File: config.mk
export PLATFORM = sky130hd
export DESIGN_NAME = o_sync_lock
export DESIGN_NICKNAME = d
export VERILOG_FILES = /design/src/rtl/o_sync_lock.sv
export SDC_FILE = /design/constraint.sdc
export NUM_CORES = 1
export LEC_CHECK = 0
export ABC_AREA = 1
export CAP_MARGIN = 10
export CORE_ASPECT_RATIO = 1.5
export CORE_MARGIN = 3
export CORE_UTILIZATION = 58
export CTS_BUF_LIST = sky130_fd_sc_hd__clkbuf_16
export DETAILED_ROUTE_END_ITERATION = 6
export GPL_ROUTABILITY_DRIVEN = 0
export PLACE_DENSITY_LB_ADDON = 0.15
export SYNTH_ARGS = -nofsm -noshare
export SYNTH_HDL_FRONTEND = slang
export SYNTH_SLANG_ARGS = --single-unit
File: constraint.sdc
create_clock -name O_CLK -period 4 [get_ports O_CLK]
set_input_delay 0.4 -clock O_CLK [delete_from_list [all_inputs] [get_ports O_CLK]]
set_output_delay 0.4 -clock O_CLK [all_outputs]
set_load 0.01 [all_outputs]
File: src/rtl/o_sync_lock.sv
// Sync lock detector for the oscilloscope video input.
// Measures the HS line period and the lines per VS frame. Grades each frame
// as good or bad and runs an IDLE/ACQUIRE/LOCKED/HOLD state machine.
// The state machine drives ENABLE for the oscilloscope pixel counter.
module o_sync_lock #(
   parameter int   H_TOTAL     = 800,
   parameter int   V_TOTAL     = 417,
   parameter int   H_TOL       = 4,
   parameter int   LOCK_FRAMES = 4,
   parameter int   LOSS_FRAMES = 2,
   parameter logic HS_POL      = 1'b0,
   parameter logic VS_POL      = 1'b0
) (
   input  logic        O_CLK,
   input  logic        RST,
   input  logic        O_HS,
   input  logic        O_VS,
   output logic        ENABLE,
   output logic        LOCKED,
   output logic [1:0]  STATE,
   output logic [10:0] MEAS_H,
   output logic [9:0]  MEAS_V,
   output logic        LOCK_LOST
);

   localparam logic [10:0]   H_MIN     = 11'(H_TOTAL - H_TOL);
   localparam logic [10:0]   H_MAX     = 11'(H_TOTAL + H_TOL);
   localparam logic [9:0]    V_EXP     = 10'(V_TOTAL);
   localparam int            TO_LIM    = 2 * H_TOTAL;
   localparam int            TW        = $clog2(TO_LIM + 1);
   localparam logic [TW-1:0] TO_MAX    = TW'(TO_LIM);
   localparam int            GW        = $clog2(LOCK_FRAMES + 1);
   localparam logic [GW-1:0] GOOD_LAST = GW'(LOCK_FRAMES - 1);
   localparam int            MW        = $clog2(LOSS_FRAMES + 1);
   localparam logic [MW-1:0] MISS_LAST = MW'(LOSS_FRAMES - 1);

   typedef enum logic [1:0] {
      ST_IDLE    = 2'd0,
      ST_ACQUIRE = 2'd1,
      ST_LOCKED  = 2'd2,
      ST_HOLD    = 2'd3
   } state_t;

   logic          hs_q, vs_q;
   logic [10:0]   clk_cnt_q, clk_cnt_d;
   logic [9:0]    line_cnt_q, line_cnt_d;
   logic [TW-1:0] gap_q, gap_d;
   logic [10:0]   meas_h_q, meas_h_d;
   logic [9:0]    meas_v_q, meas_v_d;
   logic          frame_bad_q, frame_bad_d;
   state_t        state_q, state_d;
   logic [GW-1:0] good_q, good_d;
   logic [MW-1:0] miss_q, miss_d;
   logic          enable_q, enable_d;
   logic          locked_q, locked_d;
   logic          lost_q, lost_d;

   logic          hs_edge, vs_edge, line_bad, frame_good, timeout;
   logic [9:0]    line_total;

   // Assertion edges are qualified against one cycle of registered history.
   assign hs_edge = (O_HS == HS_POL) && (hs_q != HS_POL);
   assign vs_edge = (O_VS == VS_POL) && (vs_q != VS_POL);

   // A line arriving in the same cycle as VS still belongs to the ending frame.
   assign line_total = (hs_edge && (line_cnt_q != 10'h3FF)) ? line_cnt_q + 10'd1 : line_cnt_q;
   assign line_bad   = hs_edge && ((clk_cnt_q < H_MIN) || (clk_cnt_q > H_MAX));
   assign frame_good = !frame_bad_q && !line_bad && (line_total == V_EXP);
   assign timeout    = !hs_edge && (gap_q == TO_MAX);

   // Line/frame measurement counters and the sticky bad-line flag.
   always_comb begin
      clk_cnt_d   = (clk_cnt_q == 11'h7FF) ? clk_cnt_q : clk_cnt_q + 11'd1;
      gap_d       = (gap_q == TO_MAX) ? gap_q : gap_q + TW'(1);
      line_cnt_d  = line_cnt_q;
      meas_h_d    = meas_h_q;
      meas_v_d    = meas_v_q;
      frame_bad_d = frame_bad_q | line_bad;
      if (hs_edge) begin
         clk_cnt_d  = 11'd1;
         gap_d      = TW'(1);
         meas_h_d   = clk_cnt_q;
         line_cnt_d = line_total;
      end
      if (vs_edge) begin
         line_cnt_d  = 10'd0;
         meas_v_d    = line_total;
         frame_bad_d = 1'b0;
      end
   end

   // Lock state machine; a loss of HS overrides any frame decision.
   always_comb begin
      state_d = state_q;
      good_d  = good_q;
      miss_d  = miss_q;
      if (timeout) begin
         state_d = ST_IDLE;
         good_d  = '0;
         miss_d  = '0;
      end else if (vs_edge) begin
         case (state_q)
            ST_IDLE: begin
               state_d = ST_ACQUIRE;
               good_d  = '0;
               miss_d  = '0;
            end
            ST_ACQUIRE: begin
               if (!frame_good) begin
                  good_d = '0;
               end else if (good_q == GOOD_LAST) begin
                  state_d = ST_LOCKED;
                  good_d  = '0;
               end else begin
                  good_d = good_q + GW'(1);
               end
            end
            ST_LOCKED: begin
               if (!frame_good) begin
                  state_d = ST_HOLD;
                  miss_d  = MW'(1);
               end
            end
            ST_HOLD: begin
               if (frame_good) begin
                  state_d = ST_LOCKED;
                  miss_d  = '0;
               end else if (miss_q == MISS_LAST) begin
                  state_d = ST_ACQUIRE;
                  good_d  = '0;
                  miss_d  = '0;
               end else begin
                  miss_d = miss_q + MW'(1);
               end
            end
            default: state_d = ST_IDLE;
         endcase
      end
      enable_d = (state_d == ST_LOCKED) || (state_d == ST_HOLD);
      locked_d = (state_d == ST_LOCKED);
      lost_d   = enable_q && !enable_d;
   end

   // All state registers; reset parks sync history at the idle level.
   always_ff @(posedge O_CLK) begin
      if (RST) begin
         hs_q        <= ~HS_POL;
         vs_q        <= ~VS_POL;
         clk_cnt_q   <= '0;
         line_cnt_q  <= '0;
         gap_q       <= '0;
         meas_h_q    <= '0;
         meas_v_q    <= '0;
         frame_bad_q <= 1'b0;
         state_q     <= ST_IDLE;
         good_q      <= '0;
         miss_q      <= '0;
         enable_q    <= 1'b0;
         locked_q    <= 1'b0;
         lost_q      <= 1'b0;
      end else begin
         hs_q        <= O_HS;
         vs_q        <= O_VS;
         clk_cnt_q   <= clk_cnt_d;
         line_cnt_q  <= line_cnt_d;
         gap_q       <= gap_d;
         meas_h_q    <= meas_h_d;
         meas_v_q    <= meas_v_d;
         frame_bad_q <= frame_bad_d;
         state_q     <= state_d;
         good_q      <= good_d;
         miss_q      <= miss_d;
         enable_q    <= enable_d;
         locked_q    <= locked_d;
         lost_q      <= lost_d;
      end
   end

   assign ENABLE    = enable_q;
   assign LOCKED    = locked_q;
   assign STATE     = state_q;
   assign MEAS_H    = meas_h_q;
   assign MEAS_V    = meas_v_q;
   assign LOCK_LOST = lost_q;

endmodule

# Yosys cells after proc, flatten, opt, wreduce, memory -nomap -nowiden

Cells that the tools add are included.

Shifts and indexed selects: 0
Divide/modulo/power cells: 0
Muxes and demuxes: 22
Reductions and logical operators: 22
Eq/ne operators: 16
Order comparisons: 2
$mul: 0
Bitwise logic cells: 3
Add/subtract/negate cells: 5

Operator list:

| operator                                                         | count |
|---|---|
| adder 11 x 1 -> 11 bit (second input constant)                   | 2 |
| equality test 11 bit (second input constant)                     | 2 |
| two-way mux 2 bit                                                | 10 |
| two-way mux 3 bit                                                | 4 |
| greater-than comparator 11 x 10 -> 1 bit (second input constant) | 1 |
| < comparator 11 x 10 -> 1 bit (second input constant)            | 1 |
| adder 10 x 1 -> 10 bit (second input constant)                   | 1 |
| equality test 10 x 9 -> 1 bit (second input constant)            | 1 |
| two-way mux 10 bit                                               | 1 |
| != test 10 bit (second input constant)                           | 1 |
| != test 2 bit (second input constant)                            | 5 |
| case mux 3 bit (3 select lines)                                  | 1 |
| equality test 2 bit (second input constant)                      | 4 |
| logical AND 1 bit                                                | 8 |
| case mux 2 bit (4 select lines)                                  | 1 |
| case mux 2 bit (3 select lines)                                  | 1 |
| nonzero test 3 bit                                               | 2 |
| OR reduction 2 bit                                               | 3 |
| equality test 2 x 1 -> 1 bit (second input constant)             | 2 |
| zero test 1 bit                                                  | 4 |
| two-way mux 1 bit                                                | 4 |
| AND reduction 4 bit                                              | 1 |
| adder 3 x 1 -> 3 bit (second input constant)                     | 1 |
| equality test 3 x 2 -> 1 bit (second input constant)             | 1 |
| 6 further kinds                                                  | 8 |

Bits of input ports: 4
Memory bits (writable): 0
Memories kept: 0
Output and inout port bits: 26
Bits in registers: 66
ROM bits: 0
Bits in latches: 0

# Longest topological paths before layout

Depth in word-level cells: 14
Depth in mapped cells: 19
Gate-level depth less buffers: 19

# Worst setup path after synthesis

Ideal clock, no wire load.

Path type: register -> register
Start point: register line_cnt_q[0]
End point: register locked_q, in the netlist LOCKED
Cell stages (with the launch flop): 15
Slack: 2,036 ps
Data arrival time: 1,848 ps
Period minus slack after synthesis: 1,964 ps
Cell sequence: dfxtp_1 ha_1 nand2_1 nor2_1 nand3_4 buf_6 nand3b_1 nand2_1 nand2_1 nor2_4 nand3_2 a21oi_1 or2_1 a21oi_1 nor2_2

Longest elaborated chain between the ends: 10

Ends and longest elaborated chain:

| item                                                                           | RTL line      | text |
|---|---|---|
| from (decl)                                                                    | 46            | `logic [9:0] line_cnt_q, line_cnt_d;` |
| from (signal assigned)                                                         | 165           | `line_cnt_q <= line_cnt_d;` |
| parallel branches: the longest is 2 deep, another holds adder 10 x 1 -> 10 bit | -             |  |
| two-way mux 10 bit (*)                                                         | 66            | `assign line_total = (hs_edge && (line_cnt_q != 10'h3FF)) ? line_cnt_q + 10'd1 : line_cnt_q;` |
| equality test 10 x 9 -> 1 bit (*)                                              | 68            | `assign frame_good = !frame_bad_q && !line_bad && (line_total == V_EXP);` |
| logical AND 1 bit (*)                                                          | 68            |  |
| two-way mux 2 bit, on equally long branches                                    | 125, 109, 119 |  |
| case mux 2 bit (4 select lines) (*)                                            | 102           | `case (state_q)` |
| two-way mux 2 bit (*)                                                          | 101           | `end else if (vs_edge) begin` |
| two-way mux 2 bit (*)                                                          | 97            | `if (timeout) begin` |
| equality test 2 bit (*)                                                        | 140           | `locked_d = (state_d == ST_LOCKED);` |
| to (signal assigned)                                                           | 174           | `locked_q <= locked_d;` |
| to (decl)                                                                      | 55            | `logic locked_q, locked_d;` |

Every way passes the cells marked *.
A chain may end at the register's enable or synchronous reset.

# Worst setup path after layout

Start point: input O_HS
End point: register locked_q, in the netlist LOCKED

Longest elaborated chain between the ends: 11

Ends and longest elaborated chain:

| item                                                                      | RTL line      | text |
|---|---|---|
| from (decl)                                                               | 16            | `input logic O_HS,` |
| NOT 1 bit (*)                                                             | 62            | `assign hs_edge = (O_HS == HS_POL) && (hs_q != HS_POL);` |
| logical AND 1 bit (*)                                                     | 62            |  |
| logical AND 1 bit, on equally long branches                               | 66, 67        |  |
| two-way mux 10 bit / zero test 1 bit (equally long branches)              | 66, 68        |  |
| equality test 10 x 9 -> 1 bit / logical AND 1 bit (equally long branches) | 68            |  |
| logical AND 1 bit                                                         | 68            |  |
| two-way mux 2 bit, on equally long branches                               | 125, 109, 119 |  |
| case mux 2 bit (4 select lines)                                           | 102           |  |
| two-way mux 2 bit                                                         | 101           |  |
| two-way mux 2 bit (*)                                                     | 97            |  |
| equality test 2 bit (*)                                                   | 140           |  |

Mark *: on every way between the ends. The rest lies on a longest branch, timed or not.

==> out/summary.txt <==
RSZ-0062 raised after global routing: false
Logic pwr share: 7.7%
cell at the slowest stage of the critical path: clkdlybuf4s50_1
Synth Warn #: 0
Hold Vio Cnt, Final: 0
Seq/Total Area, Yosys: 43.2%
clock tree buffer depth: 2
Hold Crit Depth: 2
worst-path fanout max: 24
clock latency on the worst-skew pair: 0.33 ns
post-cts sizing count: 0
postcts setup bufs: 0
Routed WL per cell: 12.7 um
global-route wire length before repair: 11,800 um
status: finished, final reports clean
CP Buf/Inv Count: 5
initial detailed-routing violation count: 243
setup violators final: 0
core area: 4960 um^2
number of synthesized flops with an enable pin: 0
gr usage total: 24.4%
clock share of power: 48.4%
# fillers: 396
Worst Clk Skew: 0.00623 ns
register area: 1320 um^2
leading area contributor after synthesis: dfxtp_1
layout cells sized above 1: 8.64%
Worst R2R End: LOCKED
# clock sinks: 66
CTS tree: yes
Hold EP: good_q[2]
antenna violations before repair: 0
die area: 6200 um^2
crit path DAT: 2.80 ns
setup TNS: 0 ns
max incr delay on CP: 0.41 ns
final wirelength: 6720 um
DR pass1 iterations: 4
IO Pins: 30
n_diodes: 0
die height: 94.9 um
Synth Instances: 425
initial core utilization: 61.6%
IO buf count: 29
Clock transition at path regs: 0.05 ns
CP Data Required Time: 4.26 ns
Synth Cell Area: 3060 um^2
Sw Ratio: 23.6%
width of the die: 65.3 um
period utilisation layout: 63.6%
Worst-Margin Slew: 0.623 ns
Final Power: 0.00158 W
root buffer cell: clkbuf_16
Max IR drop VDD: 0.000271 V
P_sw: 0.000373 W
critical path class: input pin to register
Flop pwr share: 43.9%
post-synth top area share: 43.2%
Slew Limit Headroom: 58.4%
Synth async-reset ratio: 0%
cts-stage hold buffer count: 0
nets: 472
leakage: 1.53 nW
worst reg-to-reg path cell count: 17
Internal Pwr Total: 0.00121 W
area of the multi-input gates: 1480 um^2
Congestion Overflow GR: 0
syn avg cell area: 7.20 um^2
Max Slew Vio Count: 0
kind of cell adding the most delay to the critical path: simple AND/OR/NAND/NOR gates
power per cell area: 427 nW/um^2
Max Clock Freq: 0.393 GHz
post-layout min period: 2.54 ns
Seq cells post-synth: 66
vias: 2,779
vias in the first global route: 2,693
RR Startpoint: line_cnt_q[0]
Area growth syn-to-layout: 20.9%
Cell Count, Final, Fillers Out: 529
worst hold-check path type: register to register
Area contributors post-synth: dfxtp_1, nand2_1, nor2_1
reg2reg setup slack: 1.64 ns
post-placement cell count: 513
startpoint types: input pin
cell mode on critical path: nand2_1
hold path startpoint: good_q[2]
DRC: 0
clock buffer count from CTS: 9
top_reg_cell synth: dfxtp_1
cells along the critical path: clkdlybuf4s50_1, inv_2, nand2_1, inv_2, nand2_1, nor2_1, nand2_1, nand2_1, nand2_1, inv_2, nand2_1, nor2_4, nand4_1, nand2_1, inv_1, nand2_1, nand2_1, nand2_2, nand3_2, nor2_2
syn_nets: 439
DPL Wire Length: 4690 um
pin count of the biggest net entering global routing: 28
FP Rows: 31
htree depth: 3
final antenna-violating net count: 0
Yosys cell types: 33
Crit. End Element: register
detailed-route vias per instance: 5.25
max-cap viol count: 0
==> state kept, by name (all words and copies together), names as in the netlist <==
| signal | cells |
|---|---|
| vs_q | 1 |
| miss_q | 2 |
| line_cnt_q | 10 |
| MEAS_H | 11 |
| frame_bad_q | 1 |
| hs_q | 1 |
| good_q | 3 |
| ENABLE | 1 |
| MEAS_V | 10 |
| gap_q | 11 |
| LOCK_LOST | 1 |
| STATE | 2 |
| LOCKED | 1 |
| clk_cnt_q | 11 |
==> worst min-delay path, stage by stage, from the launching register on <==
cell and delay [ns]:
dfxtp_1 0.31, nand2_1 0.06, a21oi_1 0.03
==> synth_stat cells (2+ instances only) <==
library cell  count
nor4_1            2
or2_2             2
nand2_2           7
dfxtp_1          66
o21ai_1           3
ha_1             10
xor2_1            5
a21oi_1          28
nor2_4            3
nor3_1            7
nor2_2            2
nand4_1           6
inv_1            51
clkbuf_1          7
nand2_1          81
nand3_2           2
nand3b_1          3
a31oi_1           3
o21ai_0          29
nor2_1           58
nand3_1          32
inv_2             7
==> stage by stage <==
step	area [um^2]	hold WS, ns	setup WS (ns)	utilization [%]
after floorplan	3060	0.420	2.04	-
after global placement	3400	0.436	1.32	68.5
after detailed placement	3400	0.435	1.17	68.5
after CTS	3700	0.442	1.48	74.5
after global routing	3700	0.472	1.16	74.5
final	3700	0.441	1.46	74.5
==> cell type report <==
| cell class | instances | area share, % |
|---|---|---|
| multi-input combinational | 292 | 40.0 |
| sequential | 66 | 35.7 |
| timing repair buffer | 30 | 8.05 |
| clock buffer | 9 | 6.09 |
| inverter | 59 | 5.99 |
| tap | 66 | 2.23 |
| clock inverter | 7 | 1.93 |
==> how the worst max path moves through the flow <==
stage / startpoint / endpoint / slack (ns) / cells after the start
6_report: O_HS / LOCKED / 1.46 / 20
5_1_grt: O_HS / LOCKED / 1.16 / 20
4_1_cts: O_HS / LOCKED / 1.48 / 20
3_5_place_dp: O_HS / LOCKED / 1.17 / 20
3_3_place_gp: O_HS / LOCKED / 1.32 / 16
2_1_floorplan: line_cnt_q[0] / LOCKED / 2.04 / 14
==> power groups by stage <==
stage	Combinational, W	Sequential [W]	Clock [W]
6_report	0.000122	0.000693	0.000765
5_1_grt	0.000137	0.000696	0.000802
4_1_cts	0.000121	0.000693	0.000775
3_5_place_dp	0.000120	0.000707	0
3_3_place_gp	0.000117	0.000706	0
2_1_floorplan	0.0000715	0.000709	0
==> cells by family after synthesis <==
logic type	after synthesis	synth area share (%)
and+or+nand+nor	209	31.1
adders and majority gates	10	4.09
xor gates and xnor gates	6	1.72
buffers and inverters	67	8.47
DFF	66	43.2
AOI/OAI and AO/OA	67	11.5
==> layer usage <==
layer,part of all wire [%],track usage [%],vias up
met2,53,44.1,56
met4,2.2,11.1,0
met3,3.6,4.88,13
li1,-,-,1440
met5,0,0,-
met1,42,27.1,1270
==> layout by cell type, fill, tap and decap left out, drive strengths merged, types with 2 or more instances in the layout <==
cell	netlist	layout
nor3	7	7
clkbuf	7	9
ha	10	10
clkinv	1	4
inv	58	59
dfxtp	66	66
nand4	6	6
o21ai	32	32
clkinvlp	0	2
nor2	63	63
nor4	2	2
a21oi	28	28
clkdlybuf4s50	0	29
or2	3	3
nand3	35	35
a31oi	3	3
xor2	5	5
nand3b	3	3
nand2	88	88
(Power assumes the default switching activity.)
